## src/rtl/md_pkg.sv

```systemverilog
// md_pkg: shared op encodings, FSM states and constants for the multiply/divide unit
package md_pkg;

    localparam logic [1:0] MD_MULT  = 2'b00;
    localparam logic [1:0] MD_MULTU = 2'b01;
    localparam logic [1:0] MD_DIV   = 2'b10;
    localparam logic [1:0] MD_DIVU  = 2'b11;

    localparam int MD_ITER = 32;

    typedef enum logic [1:0] {
        IDLE = 2'b00,
        RUN  = 2'b01,
        FIX  = 2'b10
    } md_state_e;

    // MULT and DIV treat operands as two's complement; the U variants do not
    function automatic logic is_signed_op(input logic [1:0] op);
        return op == MD_MULT || op == MD_DIV;
    endfunction

    function automatic logic is_div_op(input logic [1:0] op);
        return op == MD_DIV || op == MD_DIVU;
    endfunction

endpackage

```

## src/rtl/md_abs.sv

```systemverilog
// md_abs: conditional two's complement, used for operand magnitude and result sign fix
module md_abs #(
    parameter int W = 32
) (
    input  logic [W-1:0] in,
    input  logic         neg,
    output logic [W-1:0] out
);

    assign out = neg ? -in : in;

endmodule

```

## src/rtl/mult_div_unit.sv

```systemverilog
// mult_div_unit: iterative MULT/MULTU/DIV/DIVU unit owning HI/LO; optional MD_EARLY_OUT_EN ends multiplies early
module mult_div_unit
    import md_pkg::*;
#(
    parameter int DATA_W = 32,
    parameter int CNT_W  = 6
) (
    input  logic              clk,
    input  logic              rst_n,
    input  logic              start,
    input  logic [1:0]        op,
    input  logic [DATA_W-1:0] srcA,
    input  logic [DATA_W-1:0] srcB,
    input  logic              mthi,
    input  logic              mtlo,
    output logic              busy,
    output logic              done,
    output logic              div_zero,
    output logic [DATA_W-1:0] hi,
    output logic [DATA_W-1:0] lo
);

    md_state_e           state, state_next;
    logic [CNT_W-1:0]    cnt;
    logic [2*DATA_W-1:0] acc, mcand, mul_sum, fix_prod;
    logic [DATA_W-1:0]   mb, abs_a, abs_b, fix_q, fix_r;
    logic [DATA_W:0]     rem_sh, diff;
    logic                is_div, neg_q, neg_r, dz, sgn, accept, last;

    assign sgn    = is_signed_op(op);
    assign accept = state == IDLE && start;
    assign busy   = state != IDLE;

    md_abs #(.W(DATA_W)) u_abs_a (.in(srcA), .neg(sgn & srcA[DATA_W-1]), .out(abs_a));
    md_abs #(.W(DATA_W)) u_abs_b (.in(srcB), .neg(sgn & srcB[DATA_W-1]), .out(abs_b));
    md_abs #(.W(2*DATA_W)) u_fix_p (.in(acc), .neg(neg_q), .out(fix_prod));
    md_abs #(.W(DATA_W)) u_fix_q (.in(acc[DATA_W-1:0]), .neg(neg_q & ~dz), .out(fix_q));
    md_abs #(.W(DATA_W)) u_fix_r (.in(acc[2*DATA_W-1:DATA_W]), .neg(neg_r), .out(fix_r));

    // Divide keeps {remainder, quotient/dividend} in acc; multiply keeps the running product
    assign mul_sum = acc + (mb[0] ? mcand : '0);
    assign rem_sh  = {acc[2*DATA_W-1:DATA_W], acc[DATA_W-1]};
    assign diff    = rem_sh - {1'b0, mb};

`ifdef MD_EARLY_OUT_EN
    assign last = cnt == CNT_W'(MD_ITER - 1) || (!is_div && mb[DATA_W-1:1] == '0);
`else
    assign last = cnt == CNT_W'(MD_ITER - 1);
`endif

    // Next-state: IDLE -> RUN on start, RUN -> FIX after last iteration, FIX -> IDLE
    always_comb begin
        state_next = state;
        state_next = (state == IDLE) ? (start ? RUN : IDLE)
                   : (state == RUN)  ? (last ? FIX : RUN)
                   : IDLE;
    end

    // State register; reset aborts any operation in flight
    always_ff @(posedge clk) begin
        if (!rst_n) state <= IDLE;
        else        state <= state_next;
    end

    // Working registers: latch magnitudes and signs on accept, one shift-add or restore step per RUN cycle
    always_ff @(posedge clk) begin
        if (accept) begin
            is_div <= is_div_op(op);
            neg_q  <= sgn & (srcA[DATA_W-1] ^ srcB[DATA_W-1]);
            neg_r  <= sgn & srcA[DATA_W-1];
            dz     <= is_div_op(op) && srcB == '0;
            cnt    <= '0;
            mb     <= abs_b;
            mcand  <= {{DATA_W{1'b0}}, abs_a};
            acc    <= is_div_op(op) ? {{DATA_W{1'b0}}, abs_a} : '0;
        end else if (state == RUN) begin
            cnt <= cnt + 1'b1;
            if (is_div) begin
                acc <= diff[DATA_W] ? {rem_sh[DATA_W-1:0], acc[DATA_W-2:0], 1'b0}
                                    : {diff[DATA_W-1:0], acc[DATA_W-2:0], 1'b1};
            end else begin
                acc   <= mul_sum;
                mcand <= mcand << 1;
                mb    <= mb >> 1;
            end
        end
    end

    // Architectural outputs: HI/LO moves in IDLE, sign-fixed result write in FIX, done pulse after it
    always_ff @(posedge clk) begin
        if (!rst_n) begin
            hi       <= '0;
            lo       <= '0;
            done     <= 1'b0;
            div_zero <= 1'b0;
        end else begin
            done <= state == FIX;
            if (accept) begin
                div_zero <= 1'b0;
            end else if (state == IDLE) begin
                if (mthi) hi <= srcA;
                if (mtlo) lo <= srcA;
            end else if (state == FIX) begin
                hi       <= is_div ? fix_r : fix_prod[2*DATA_W-1:DATA_W];
                lo       <= is_div ? (dz ? '1 : fix_q) : fix_prod[DATA_W-1:0];
                div_zero <= dz;
            end
        end
    end

endmodule
```

## config.mk

```make
export PLATFORM = sky130hd
export DESIGN_NAME = mult_div_unit
export DESIGN_NICKNAME = d
export VERILOG_FILES = /design/src/rtl/md_pkg.sv /design/src/rtl/md_abs.sv /design/src/rtl/mult_div_unit.sv
export SDC_FILE = /design/constraint.sdc
export NUM_CORES = 1
export LEC_CHECK = 0
export ABC_CLOCK_PERIOD_IN_PS = 4920
export CORE_MARGIN = 5
export CORE_UTILIZATION = 30
export DETAILED_ROUTE_END_ITERATION = 12
export GPL_TIMING_DRIVEN = 0
export PLACE_DENSITY = 0.51
export SLEW_MARGIN = 20
export SYNTH_ARGS = -nofsm -noshare
export SYNTH_HDL_FRONTEND = slang
export SYNTH_HIERARCHICAL = 1
export SYNTH_SLANG_ARGS = --single-unit
```

## constraint.sdc

```tcl
create_clock -name clk -period 4.92 [get_ports clk]
set_input_delay 0.984 -clock clk [delete_from_list [all_inputs] [get_ports clk]]
set_output_delay 0.984 -clock clk [all_outputs]
set_load 0.02 [all_outputs]
```

==> reports/results.txt, run 1 <==
Total Nets Final = 3135
Root buffer cell = clkbuf_16
Fill cell instance count of the final layout = 7762
RSZ-0062 raised after global routing = false
Final estimated routing congestion in global placement = 0.965
Cts repair resizes = 4
GRT Total Usage = 21.6%
Minimum clock period = 4.86 ns
Final setup viols = 0
Final setup TNS = 0 ns
Clk Latency, worst-skew pair = 0.61 ns
Synthesized Nets = 2965
Final cell count without fillers = 3943
CP Class = flop to flop
Port bufs = 135
# diodes = 0
VDD IR max = 274 uV
Hold Crit Class = flop to flop
Crit path buf inv count = 2
Gate Count Post-Synth = 2791
Fmax = 206 MHz
Seq cells post-synth = 238
Leakage power = 9.53 nW
Element type at the critical path end = flop
Crit path launch type = flop
Io pins = 138
Cells taking the most area after synthesis = edfxtp_1 (18%), dfxtp_1 (9.6%), xnor2_1 (8.6%)
Vias in the first global route = 21600
CP max stage delay = 0.64 ns
Largest net degree at the start of global routing = 34
Core Box Area = 0.0730 mm^2
Critical path's slowest cell = nor4_2
Clock buffer depth = 3
Pwr/cell area = 364 mW/mm^2
DR pass1 iterations = 5
Final clock skew = 0.0372 ns
Reg clk slew, reported paths = 0.06 ns
Largest fanout on the critical path = 10
Total gr overflow = 0
Worst-path cell chain = clkbuf_2 > clkbuf_1 > and2_1 > ha_1 > fa_1 > a211oi_1 > o21ai_1 > o21ai_1 > a21oi_1 > nor4_2 > nor3_1 > nor3_1 > mux2i_1 > o21ai_1
Family with the most delay on the worst path = compound AO/OA/AOI/OAI gates
Post-synthesis cell area = 0.0221 mm^2
Antenna violations before repair = 3
Max cap viols = 0
Post-Route WL = 89500 um
CTS Hold Buffers Added = 0
CTS tree = done
Top-count cell post-synth = nand2_1
Worst slack, placed = -0.417 ns
PnR worst setup slack = 0.0629 ns
Crit path required time = 5.22 ns
Post-route ant nets = 0
Layout area overhead = 16.8%
Ys async rst share = 0%
CTS Sinks = 238
Post-synth EDFFs = 132
Via Count = 22200
Placed insts = 3889
Ratio of routed vias to standard cells = 5.63
Post-CTS setup buffer count = 0
Ratio of cells with drive above 1 in the final layout = 4.73%
Fin. max-slew vios = 0
Primary FF master, synth = edfxtp_1
Final hold viol count = 0
# DRC = 0
Starting density of the core = 30.2%
Die area = 0.0791 mm^2
Die height = 281 um
Avg Cell Area, Syn = 7.91 um^2
Post-synthesis sequential area ratio = 27.6%
Hpwl dp = 71700 um
Die W = 281 um
Total CTS buffers = 29
Data arrival, critical path = 5.16 ns
Final period util = 98.7%
Drt wl/cell = 22.7 um
Row count = 99
Synth unique cells = 86
R2r setup slk = 0.06 ns
Register area = 0.00609 mm^2
Cell accounting for the most synthesized area = edfxtp_1
Status = complete, no violations
Least-Margin Pin Slew = 1.18 ns
H-tree levels = 1
Initial DRC Count = 1750
Synth top area share = 18.0%
Synth warn = 6
Post-layout util = 35.3%
Multi-input logic area = 0.0150 mm^2
First-pass GRT wire length = 134000 um
Crit path top cell by count = o21ai_1
Post-synth top cells = nand2_1 (464), a21oi_1 (220), xnor2_1 (217)
Worst relative slew slack = 20.1%
==> final timing paths <==
kind | cells after the start | from | endpoint
min | 2 | hi[7]$_SDFFE_PN0P_ | hi[7]$_SDFFE_PN0P_
min reg2reg | 2 | hi[7]$_SDFFE_PN0P_ | hi[7]$_SDFFE_PN0P_
max | 14 | mb[0]$_DFFE_PP_ | acc[60]$_SDFFCE_PP0P_
max reg2reg | 14 | mb[0]$_DFFE_PP_ | acc[60]$_SDFFCE_PP0P_
==> tightest hold or removal path, delay by kind of cell (launching register included) <==
family,cells,cell delay [ns]
AOI/OAI and AO/OA,1,0.06
and+or+nand+nor,1,0.04
DFF,1,0.31
==> registers in the layout (all words and copies together) (netlist names), 2 cells and up <==
signal  flops
acc        64
cnt         6
hi         32
lo         32
mb         32
mcand      64
state       2
==> metal layers <==
metal / share of wire (%) / global-route usage (%)
met5: 0.012 / 0
met3: 6.6 / 3.02
met1: 43 / 28.5
met2: 46 / 36.3
met4: 4.0 / 7.55
==> cells by family after synthesis <==
family | share of synthesized area (%)
AND/OR/NAND/NOR | 22.7
AO/OA/AOI/OAI | 25.8
buffers and inverters | 4.80
XOR/XNOR | 10.2
flip-flops | 27.6
adder cells (fa/ha/maj) | 5.91
multiplexers | 3.06
==> layout make-up <==
class,count,area share (%)
Multi-Input combinational cell,2296,58.0
Sequential cell,238,23.6
Timing Repair Buffer,139,5.58
Tap cell,959,4.65
Clock buffer,47,3.81
Buffer,176,2.94
Inverter,81,1.18
Clock inverter,7,0.199
==> layout by cell type (no fill, tap or decap), types with 101 or more instances in the layout <==
cell               n
nand2_1          463
a21oi_1          220
xnor2_1          217
o21ai_0          192
clkbuf_1         143
clkdlybuf4s50_1  135
edfxtp_1         132
nor2_1           107
dfxtp_1          106
ha_1             101
==> stage by stage <==
| step | hold WS [ns] | cell area [um^2] | power (W) |
|---|---|---|---|
| after floorplan | 0.437 | 22100 | 0.00564 |
| after global placement | 0.453 | 24600 | 0.00702 |
| after detailed placement | 0.456 | 24700 | 0.00702 |
| after CTS | 0.465 | 25800 | 0.00935 |
| after global routing | 0.485 | 25800 | 0.00990 |
| final | 0.461 | 25800 | 0.00937 |
==> report_power, final <==
group	internal (W)	switching, W
logic	0.00160	0.00245
registers	0.00241	0.000607
clock network	0.00137	0.000940
Note: power is estimated with default switching activity, not from simulation.
==> run 2, diff against run 1 <==
--- a/config.mk
+++ b/config.mk
@@ -6,11 +6,11 @@
 export NUM_CORES = 1
 export LEC_CHECK = 0
 export ABC_CLOCK_PERIOD_IN_PS = 4920
-export CORE_MARGIN = 5
-export CORE_UTILIZATION = 30
+export CORE_UTILIZATION = 44
+export CTS_BUF_LIST = sky130_fd_sc_hd__clkbuf_4
 export DETAILED_ROUTE_END_ITERATION = 12
 export GPL_TIMING_DRIVEN = 0
-export PLACE_DENSITY = 0.51
+export PLACE_DENSITY = 0.67
 export SLEW_MARGIN = 20
 export SYNTH_ARGS = -nofsm -noshare
 export SYNTH_HDL_FRONTEND = slang
==> run 2 against run 1 <==
Net effect:
- total power down 2.3%
- sequential power up 1%
- routed wire length up 2.7%
- via count up 6.4%
- cell count down 5.8%
- maximum frequency up 1.2%
- utilization up 16 points
- critical path type unchanged
- critical endpoint is now acc[48]$_SDFFCE_PP0P_
- largest cell class unchanged
- highest routed layer is now met4
==> reports/results.txt, run 2 (synthesis gave the netlist of run 1 again) <==
Final estimated routing congestion in global placement = 1.03
Hpwl dp = 71500 um
Total Nets Final = 3179
Largest fanout on the critical path = 10
Ratio of cells with drive above 1 in the final layout = 6.72%
RSZ-0062 raised after global routing = false
Final setup viols = 0
Final clock skew = 0.0478 ns
Antenna violations before repair = 3
Final period util = 97.6%
Met1 Use GR = 43.6%
Ratio of routed vias to standard cells = 6.36
Row count = 81
VDD IR max = 167 uV
Io pins = 138
Die area = 0.0511 mm^2
Hold Crit Class = flop to flop
Core Box Area = 0.0493 mm^2
H-tree levels = 3
GR Util met2 = 60.0%
Worst relative slew slack = 22.3%
Max cap viols = 0
Post-route ant nets = 0
Final hold viol count = 0
Clock buffer depth = 3
Die height = 226 um
Pwr/cell area = 363 mW/mm^2
GR Util met3 = 5.66%
Reg clk slew, reported paths = 0.07 ns
# DRC = 0
Post-CTS setup buffer count = 0
Vias in the first global route = 22300
CP Class = flop to flop
Total gr overflow = 0
Most frequent cells in the layout = nand2_1 (463), a21oi_1 (220), xnor2_1 (217)
Placed inst area = 0.0244 mm^2
Data arrival, critical path = 5.34 ns
Total CTS buffers = 73
Largest net degree at the start of global routing = 34
Port bufs = 135
Final cell count without fillers = 3715
CTS Sinks = 238
Status = complete, no violations
First-pass GRT wire length = 136000 um
Layout area overhead = 14.4%
Minimum clock period = 4.80 ns
CTS tree = done
Starting density of the core = 44.8%
Initial DRC Count = 2384
DR pass1 iterations = 6
Via Count = 23600
GRT Total Usage = 35.5%
Crit path launch type = flop
Crit path required time = 5.46 ns
Root buffer cell = clkbuf_4
Final Instance Area = 0.0253 mm^2
Fin. max-slew vios = 0
Gr busiest metal = met2
Clk Latency, worst-skew pair = 0.83 ns
Die W = 226 um
Post-Route WL = 91900 um
Commonest non-fill, non-tap cell in the layout = nand2_1
Fmax = 208 MHz
Leakage power = 9.53 nW
Regs by FF count = acc x64, mcand x64
Drt wl/cell = 24.7 um
Least-Margin Pin Slew = 1.16 ns
Placed insts = 3594
Element type at the critical path end = flop
[run 2: cell count changes in the layout (fill, tap and decap cells not counted), moves of 3 or more]
| cell | delta |
|---|---|
| inv_2 | +3 |
| clkbuf_1 | -6 |
| clkbuf_4 | +105 |
| clkbuf_16 | -36 |
| clkbuf_8 | -4 |
| clkinv_1 | +9 |
[run 2: per-layer routing]
layer	vias to the layer above	share of wire, %	wire length (um)
li1	10700	-	-
met5	-	0	0
met1	11300	40	36400
met4	0	4.8	4440
met2	1308	47	43100
met3	244	8.6	7910
[run 2: area by class of cell]
| cell class | count | area, um^2 |
|---|---|---|
| antenna | 1 | 2.50 |
| buffer | 176 | 757 |
| clock buffer | 105 | 788 |
| clock inverter | 15 | 60.1 |
| fill | 4935 | 24000 |
| inverter | 81 | 304 |
| multi-input combinational | 2296 | 15000 |
| sequential | 238 | 6090 |
| tap | 664 | 831 |
| timing repair buffer | 139 | 1450 |
[run 2: power by group]
part / leakage [nW] / internal, W / total [W] / switching (W)
combinational: 6.82 / 0.00161 / 0.00416 / 0.00255
clock: 0.522 / 0.000970 / 0.00195 / 0.000980
sequential: 2.19 / 0.00240 / 0.00305 / 0.000646
[run 2: what timing repair did]
action | 4_1_cts | 5_1_grt
gates resized for setup | 2 | 4
endpoints found under the setup margin | 7 | 8
hold buffers | 0 | 0
gates cloned | 0 | 0
[run 2: worst max-delay path, stage by stage, from the launching register on]
cell and delay [ns]:
edfxtp_1 0.41, clkbuf_2 0.31, clkbuf_1 0.31, and2_1 0.21, ha_1 0.24, fa_1 0.45, a211oi_1 0.29, o21ai_1 0.20
o21ai_1 0.47, a21oi_1 0.22, nor3_2 0.43, a211oi_1 0.14, or3_1 0.39, xnor2_1 0.34, o22ai_1 0.15
[run 2: path summary, 6_finish.rpt]
path	startpoint	end	slack [ns]	depth (start not counted)
max	mb[0]$_DFFE_PP_	acc[48]$_SDFFCE_PP0P_	0.12	14
min	mcand[56]$_SDFFE_PP0P_	mcand[57]$_SDFFE_PP0P_	0.45	2
max reg2reg	mb[0]$_DFFE_PP_	acc[48]$_SDFFCE_PP0P_	0.12	14
min reg2reg	mcand[56]$_SDFFE_PP0P_	mcand[57]$_SDFFE_PP0P_	0.45	2
[run 2: stage by stage]
| step | total power, W | setup slack, ns | TNS [ns] | hold slack, ns | util (%) |
|---|---|---|---|---|---|
| finish | 0.00916 | 0.120 | 0 | 0.447 | 51.3 |
| CTS | 0.00906 | 0.00131 | 0 | 0.431 | 51.2 |
| detailed placement | 0.00711 | -0.291 | -0.718 | 0.457 | 49.5 |
| global placement | 0.00704 | -2.23 | -219.66 | 0.448 | 49.2 |
| global route | 0.00962 | 0.0310 | 0 | 0.471 | 51.3 |
| floorplan | 0.00564 | 0.700 | 0 | 0.437 | - |
